### src/rtl/window_convolve.sv
// KxK signed-coefficient window convolution: products, sum, then round/shift/saturate
// over three registered stages. window_in packs pixel [r][c] at bits (r*K+c)*8 +: 8.
module window_convolve #(
  parameter int KERNEL_SIZE = 3,
  parameter int ROW_WIDTH   = 640,
  parameter int ROW_COUNT   = 480,
  parameter int COEF_W      = 8,
  parameter int SHIFT       = 4
) (
  input  logic                                     clk,
  input  logic                                     reset,
  input  logic [8*KERNEL_SIZE*KERNEL_SIZE-1:0]     window_in,
  input  logic                                     in_valid,
  input  logic                                     coef_we,
  input  logic [$clog2(KERNEL_SIZE*KERNEL_SIZE)-1:0] coef_addr,
  input  logic [COEF_W-1:0]                        coef_data,
  input  logic                                     abs_en,
  output logic [7:0]                               out_pixel,
  output logic                                     out_valid,
  output logic                                     frame_done
);

  localparam int TAPS   = KERNEL_SIZE * KERNEL_SIZE;
  localparam int ADDR_W = $clog2(TAPS);
  localparam int PROD_W = 8 + COEF_W + 1;
  localparam int SUM_W  = PROD_W + ADDR_W;
  localparam int COL_W  = (ROW_WIDTH > 1) ? $clog2(ROW_WIDTH) : 1;
  localparam int ROW_W  = (ROW_COUNT > 1) ? $clog2(ROW_COUNT) : 1;
  localparam int CENTRE = (KERNEL_SIZE / 2) * KERNEL_SIZE + KERNEL_SIZE / 2;
  localparam logic signed [SUM_W:0] PIX_MAX = (SUM_W+1)'(255);

  logic signed [COEF_W-1:0] coef_reg [TAPS];
  logic [COL_W-1:0] col_reg;
  logic [ROW_W-1:0] row_reg;
  logic last_col, last_row, border, last_pixel;

  logic [TAPS-1:0][PROD_W-1:0] prod_next;
  logic [TAPS-1:0][PROD_W-1:0] prod_reg;
  logic v1_reg, abs1_reg, border1_reg, last1_reg;

  logic signed [SUM_W-1:0] sum_next, sum_reg;
  logic v2_reg, abs2_reg, border2_reg, last2_reg;

  logic signed [SUM_W:0] sum_ext, norm, neg;
  logic [7:0] sat;

  // Coefficient store; a write lands on the edge, so a same-cycle window sees the old value.
  always_ff @(posedge clk) begin
    if (reset) begin
      for (int i = 0; i < TAPS; i++)
        coef_reg[i] <= (i == CENTRE) ? COEF_W'(2**SHIFT) : '0;
    end else if (coef_we && int'(coef_addr) < TAPS) begin
      coef_reg[coef_addr] <= coef_data;
    end
  end

  assign last_col   = (int'(col_reg) == ROW_WIDTH - 1);
  assign last_row   = (int'(row_reg) == ROW_COUNT - 1);
  assign border     = (int'(col_reg) < KERNEL_SIZE - 1) || (int'(row_reg) < KERNEL_SIZE - 1);
  assign last_pixel = last_col && last_row;

  always_ff @(posedge clk) begin
    if (reset) begin
      col_reg <= '0;
      row_reg <= '0;
    end else if (in_valid) begin
      if (last_col) begin
        col_reg <= '0;
        row_reg <= last_row ? '0 : row_reg + ROW_W'(1);
      end else begin
        col_reg <= col_reg + COL_W'(1);
      end
    end
  end

  genvar gi;
  generate
    for (gi = 0; gi < TAPS; gi++) begin : g_tap
      logic signed [PROD_W-1:0] pix_ext, coef_ext;
      assign pix_ext  = {{(PROD_W-8){1'b0}}, window_in[gi*8 +: 8]};
      assign coef_ext = {{(PROD_W-COEF_W){coef_reg[gi][COEF_W-1]}}, coef_reg[gi]};
      assign prod_next[gi] = pix_ext * coef_ext;
    end
  endgenerate

  // Stage 1: products plus the position/mode flags that travel with them.
  always_ff @(posedge clk) begin
    if (reset) begin
      prod_reg    <= '0;
      v1_reg      <= 1'b0;
      abs1_reg    <= 1'b0;
      border1_reg <= 1'b0;
      last1_reg   <= 1'b0;
    end else begin
      if (in_valid) prod_reg <= prod_next;
      v1_reg      <= in_valid;
      abs1_reg    <= abs_en;
      border1_reg <= border;
      last1_reg   <= in_valid && last_pixel;
    end
  end

  always_comb begin
    sum_next = '0;
    for (int i = 0; i < TAPS; i++)
      sum_next = sum_next + {{(SUM_W-PROD_W){prod_reg[i][PROD_W-1]}}, prod_reg[i]};
  end

  always_ff @(posedge clk) begin
    if (reset) begin
      sum_reg     <= '0;
      v2_reg      <= 1'b0;
      abs2_reg    <= 1'b0;
      border2_reg <= 1'b0;
      last2_reg   <= 1'b0;
    end else begin
      sum_reg     <= sum_next;
      v2_reg      <= v1_reg;
      abs2_reg    <= abs1_reg;
      border2_reg <= border1_reg;
      last2_reg   <= last1_reg;
    end
  end

  assign sum_ext = {sum_reg[SUM_W-1], sum_reg};

  generate
    if (SHIFT == 0) begin : g_noshift
      assign norm = sum_ext;
    end else begin : g_shift
      localparam logic signed [SUM_W:0] HALF = (SUM_W+1)'(2**(SHIFT-1));
      assign norm = (sum_ext + HALF) >>> SHIFT;
    end
  endgenerate

  always_comb begin
    sat = '0;
    neg = -norm;
    if (!border2_reg) begin
      if (norm[SUM_W]) begin
        if (abs2_reg) sat = (neg > PIX_MAX) ? 8'd255 : neg[7:0];
      end else if (norm > PIX_MAX) begin
        sat = 8'd255;
      end else begin
        sat = norm[7:0];
      end
    end
  end

  always_ff @(posedge clk) begin
    if (reset) begin
      out_pixel  <= '0;
      out_valid  <= 1'b0;
      frame_done <= 1'b0;
    end else begin
      out_pixel  <= v2_reg ? sat : 8'd0;
      out_valid  <= v2_reg;
      frame_done <= v2_reg && last2_reg;
    end
  end

endmodule

### config.mk
export PLATFORM = sky130hd
export DESIGN_NAME = window_convolve
export DESIGN_NICKNAME = d
export VERILOG_FILES = /design/src/rtl/window_convolve.sv
export SDC_FILE = /design/constraint.sdc
export NUM_CORES = 2
export LEC_CHECK = 0
export ABC_AREA = 1
export CELL_PAD_IN_SITES_DETAIL_PLACEMENT = 2
export CELL_PAD_IN_SITES_GLOBAL_PLACEMENT = 2
export CORE_ASPECT_RATIO = 0.7
export CORE_MARGIN = 1
export CORE_UTILIZATION = 40
export CTS_BUF_LIST = sky130_fd_sc_hd__clkbuf_4
export CTS_CLUSTER_SIZE = 8
export DETAILED_ROUTE_END_ITERATION = 10
export GPL_TIMING_DRIVEN = 0
export PLACE_DENSITY_LB_ADDON = 0.1
export SETUP_SLACK_MARGIN = 0.5
export SLEW_MARGIN = 10
export SYNTH_ARGS = -nofsm -noshare
export SYNTH_HDL_FRONTEND = slang
export SYNTH_SLANG_ARGS = --single-unit
export TNS_END_PERCENT = 30
### constraint.sdc
create_clock -name clk -period 6.6 [get_ports clk]
set_input_delay 1.32 -clock clk [delete_from_list [all_inputs] [get_ports clk]]
set_output_delay 1.32 -clock clk [all_outputs]
set_load 0.005 [all_outputs]
==> results.ini <==
[clock_network]
cts_sinks = 280
clk_latency_ns = 0.87
cts_resized = 0
cts_tree = built
cts_made_buffers = 84
clk_pin_slew_worst_paths_ns = 0.07
cts-root-buf = clkbuf_4
hold_buffers = 0
post-cts-setup-buffer-count = 0
htree_num_levels = 3
clk_path_buf_depth = 3

[floorplan]
die_w_um = 354
die_height_um = 249
die_area_mm2 = 0.0881
initial_core_util_pct = 40.4
ioPinCount = 99
fp-row-count = 90
core_area_mm2 = 0.0860

[routing]
drt.antenna.violating_nets = 0
drt_wl_total_um = 120000
drt_iter0_drc = 1457
post_drt_wl_per_cell_um = 20.9
vias = 28821
drtPass1Iterations = 5
drc_errors = 0
viasPerCell = 5.02

[logic_synthesis]
syn-num-nets = 5369
avgSynthCellArea_um2 = 7.87
synthesis.area_mm2 = 0.0347
synth_xor_area_share_pct = 2.87
yosysWarnings = 0
synthAdderAreaFrac_pct = 41.0
muxShareOfSynthArea_pct = 0
ys_types = 45
synth_cells = 4414
synth-seq-cells = 280
synth-main-ff-cell = dfxtp_1
yosysSeqAreaShare_pct = 18.2
synth_compound_area_share_pct = 7.53
synthSimpleGateAreaFrac_pct = 15.8
synth_top_family_by_area = adder cells
synthArstFlopShare_pct = 0
synth_edf_count = 72

[outcome]
status = finished, final reports clean

[timing]
fin_skew_ns = 0.0537
slew_viol_final = 0
grt_setup_unrepaired = false
finalSetupViolations = 0
min_period_ns = 5.80
max_slew_margin_pct = 16.3
fmax_mhz = 172
worstMarginPinSlew_ns = 1.26
finalCritPeriodShare_pct = 87.9
fin_tns_setup_ns = 0
finalHoldViolCount = 0

[power]
p_leak_nw = 20.7
vdd_drop_max_v = 0.00103
powerDensity_mw_per_mm2 = 531
finalPower_mw = 19.9

[global_routing]
grt_usage_pct = 27.9
grt_remaining_overflow = 0
grt_first_pass_wirelength_um = 189000
grt_antenna_before_repair = 2
grt_pass1_vias = 32343
grt_max_degree = 13

[worst_setup_path]
regToRegSetupSlack_ns = 0.99
worstSetupPathType = in -> reg
worst-path-max-fanout = 8
critPathRequiredTime_ns = 7.40
critPathLaunchType = primary input
crit_arrival_ns = 6.60
end_kind = flip-flop

[place]
hpwl_um = 99500
port_buffers = 24
place_area_mm2 = 0.0364
place_congestion = 0.906

[finish]
drive_gt1_share_pct = 5.27
syn_to_final_growth_pct = 8.01
final_cell_area_mm2 = 0.0375
multi_input_area_mm2 = 0.0233
n_fill_cell = 10041
ff_latch_area_mm2 = 0.00633
num-nets-final = 5479
largest_register_ffs = 153
final_core_util_pct = 43.6

[job]
maxCapViolCount = 0

[hold_path]
min_path_type = reg -> reg

-- logic make-up after synthesis --
logic type | after synthesis
fa+ha+maj | 866
compound gates | 490
simple gates | 1312
buf+inv | 1352
xor+xnor | 114
flops | 280
-- worst max-delay path: stages --
cell	delay [ns]
clkbuf_1	0.24
or2_2	0.39
fa_1	0.54
inv_1	0.06
fa_1	0.53
inv_1	0.07
fa_1	0.54
fa_1	0.60
inv_1	0.06
ha_1	0.37
a21oi_1	0.26
o21ai_0	0.12
a21oi_1	0.27
o21ai_0	0.23
a21oi_1	0.18
o21bai_1	0.09
xnor2_1	0.47
o21ai_0	0.16
inv_1	0.09
-- per-layer routing --
layer | GRT usage, % | wire length (µm)
met5 | 0 | 129
met4 | 6.53 | 2530
met3 | 2.74 | 4000
met2 | 44.1 | 53600
met1 | 40.9 | 59600
-- where the power goes --
group	switching, mW	internal [mW]
logic	10.3	5.39
registers	0.288	2.14
clock network	0.894	0.919
total	11.5	8.45
-- per-stage QoR --
step	cells	setup WS, ns	hold WS [ns]
final	5743	0.800	0.371
after floorplan	4414	1.02	0.388
after detailed placement	5588	0.0409	0.402
after global routing	5743	0.652	0.424
after CTS	5742	0.915	0.385
after global placement	5588	0.168	0.391
-- synth_stat cells (3+ instances only) --
| cell type | count | area [µm²] |
|---|---|---|
| nor2_4 | 10 | 113 |
| nand3b_1 | 4 | 30.0 |
| xor2_1 | 73 | 639 |
| ha_1 | 411 | 5140 |
| xnor2_1 | 41 | 359 |
| o21ai_0 | 222 | 1110 |
| a211oi_1 | 3 | 22.5 |
| nand4_1 | 24 | 150 |
| nand2_2 | 18 | 113 |
| nor3_1 | 10 | 50.1 |
| dfxtp_1 | 208 | 4160 |
| edfxtp_1 | 72 | 2160 |
| or2_2 | 51 | 319 |
| o21ai_1 | 3 | 15.0 |
| clkinv_1 | 10 | 37.5 |
| nor4_1 | 5 | 31.3 |
| nand2_1 | 749 | 2810 |
| nand3_1 | 59 | 295 |
| a21boi_0 | 6 | 45.0 |
| buf_1 | 13 | 48.8 |
| nor2_1 | 358 | 1340 |
| a21o_1 | 3 | 22.5 |
| o21bai_1 | 12 | 90.1 |
| nand2_4 | 3 | 33.8 |
| nand3_2 | 4 | 40.0 |
| o211ai_1 | 3 | 22.5 |
| fa_1 | 455 | 9110 |
| inv_2 | 5 | 18.8 |
| inv_1 | 1146 | 4300 |
| nor3b_1 | 4 | 30.0 |
| a21oi_1 | 214 | 1070 |
| clkbuf_1 | 178 | 668 |
| o221ai_1 | 13 | 114 |
| nor2_2 | 8 | 50.1 |
-- cell usage in the layout (no fill, tap or decap), drive strengths merged, types with 2 or more instances in the layout --
cell type,netlist,routed
o31ai,2,2
nor4,5,5
o211ai,4,4
ha,411,411
nand3,65,65
edfxtp,72,72
nand3b,4,4
nand4,24,24
a21o,3,3
o21ai,225,225
xor2,73,73
nor3,10,10
clkdlybuf4s50,0,24
nand2,770,770
a211oi,3,3
o221ai,13,13
nor2,377,377
a31oi,2,2
nor3b,4,4
clkinvlp,0,2
xnor2,41,41
fa,455,455
clkbuf,178,305
dfxtp,208,208
or2,51,51
o21bai,13,13
clkinv,10,32
a21boi,6,6
buf,13,13
and3,2,2
a221oi,2,2
a21oi,214,214
inv,1151,1153
-- final timing paths --
check                                     end  depth (start not counted)      startpoint
worst max-delay path            prod_reg[135]                         19   window_in[58]
worst min-delay path                   v2_reg                          2          v1_reg
worst min register to register         v2_reg                          2          v1_reg
worst max register to register   prod_reg[33]                         17  coef_reg[1][7]
-- area by class of cell --
| type | instances | share of cell area [%] |
|---|---|---|
| Multi-Input combinational cell | 2782 | 62.2 |
| Clock buffer | 127 | 2.54 |
| Antenna cell | 1 | 0.00667 |
| Tap cell | 1150 | 3.83 |
| Sequential cell | 280 | 16.9 |
| Clock inverter | 27 | 0.383 |
| Timing Repair Buffer | 24 | 0.640 |
| Inverter | 1161 | 11.6 |
| Buffer | 191 | 1.92 |
No activity file was read; power rests on OpenSTA's default activity.
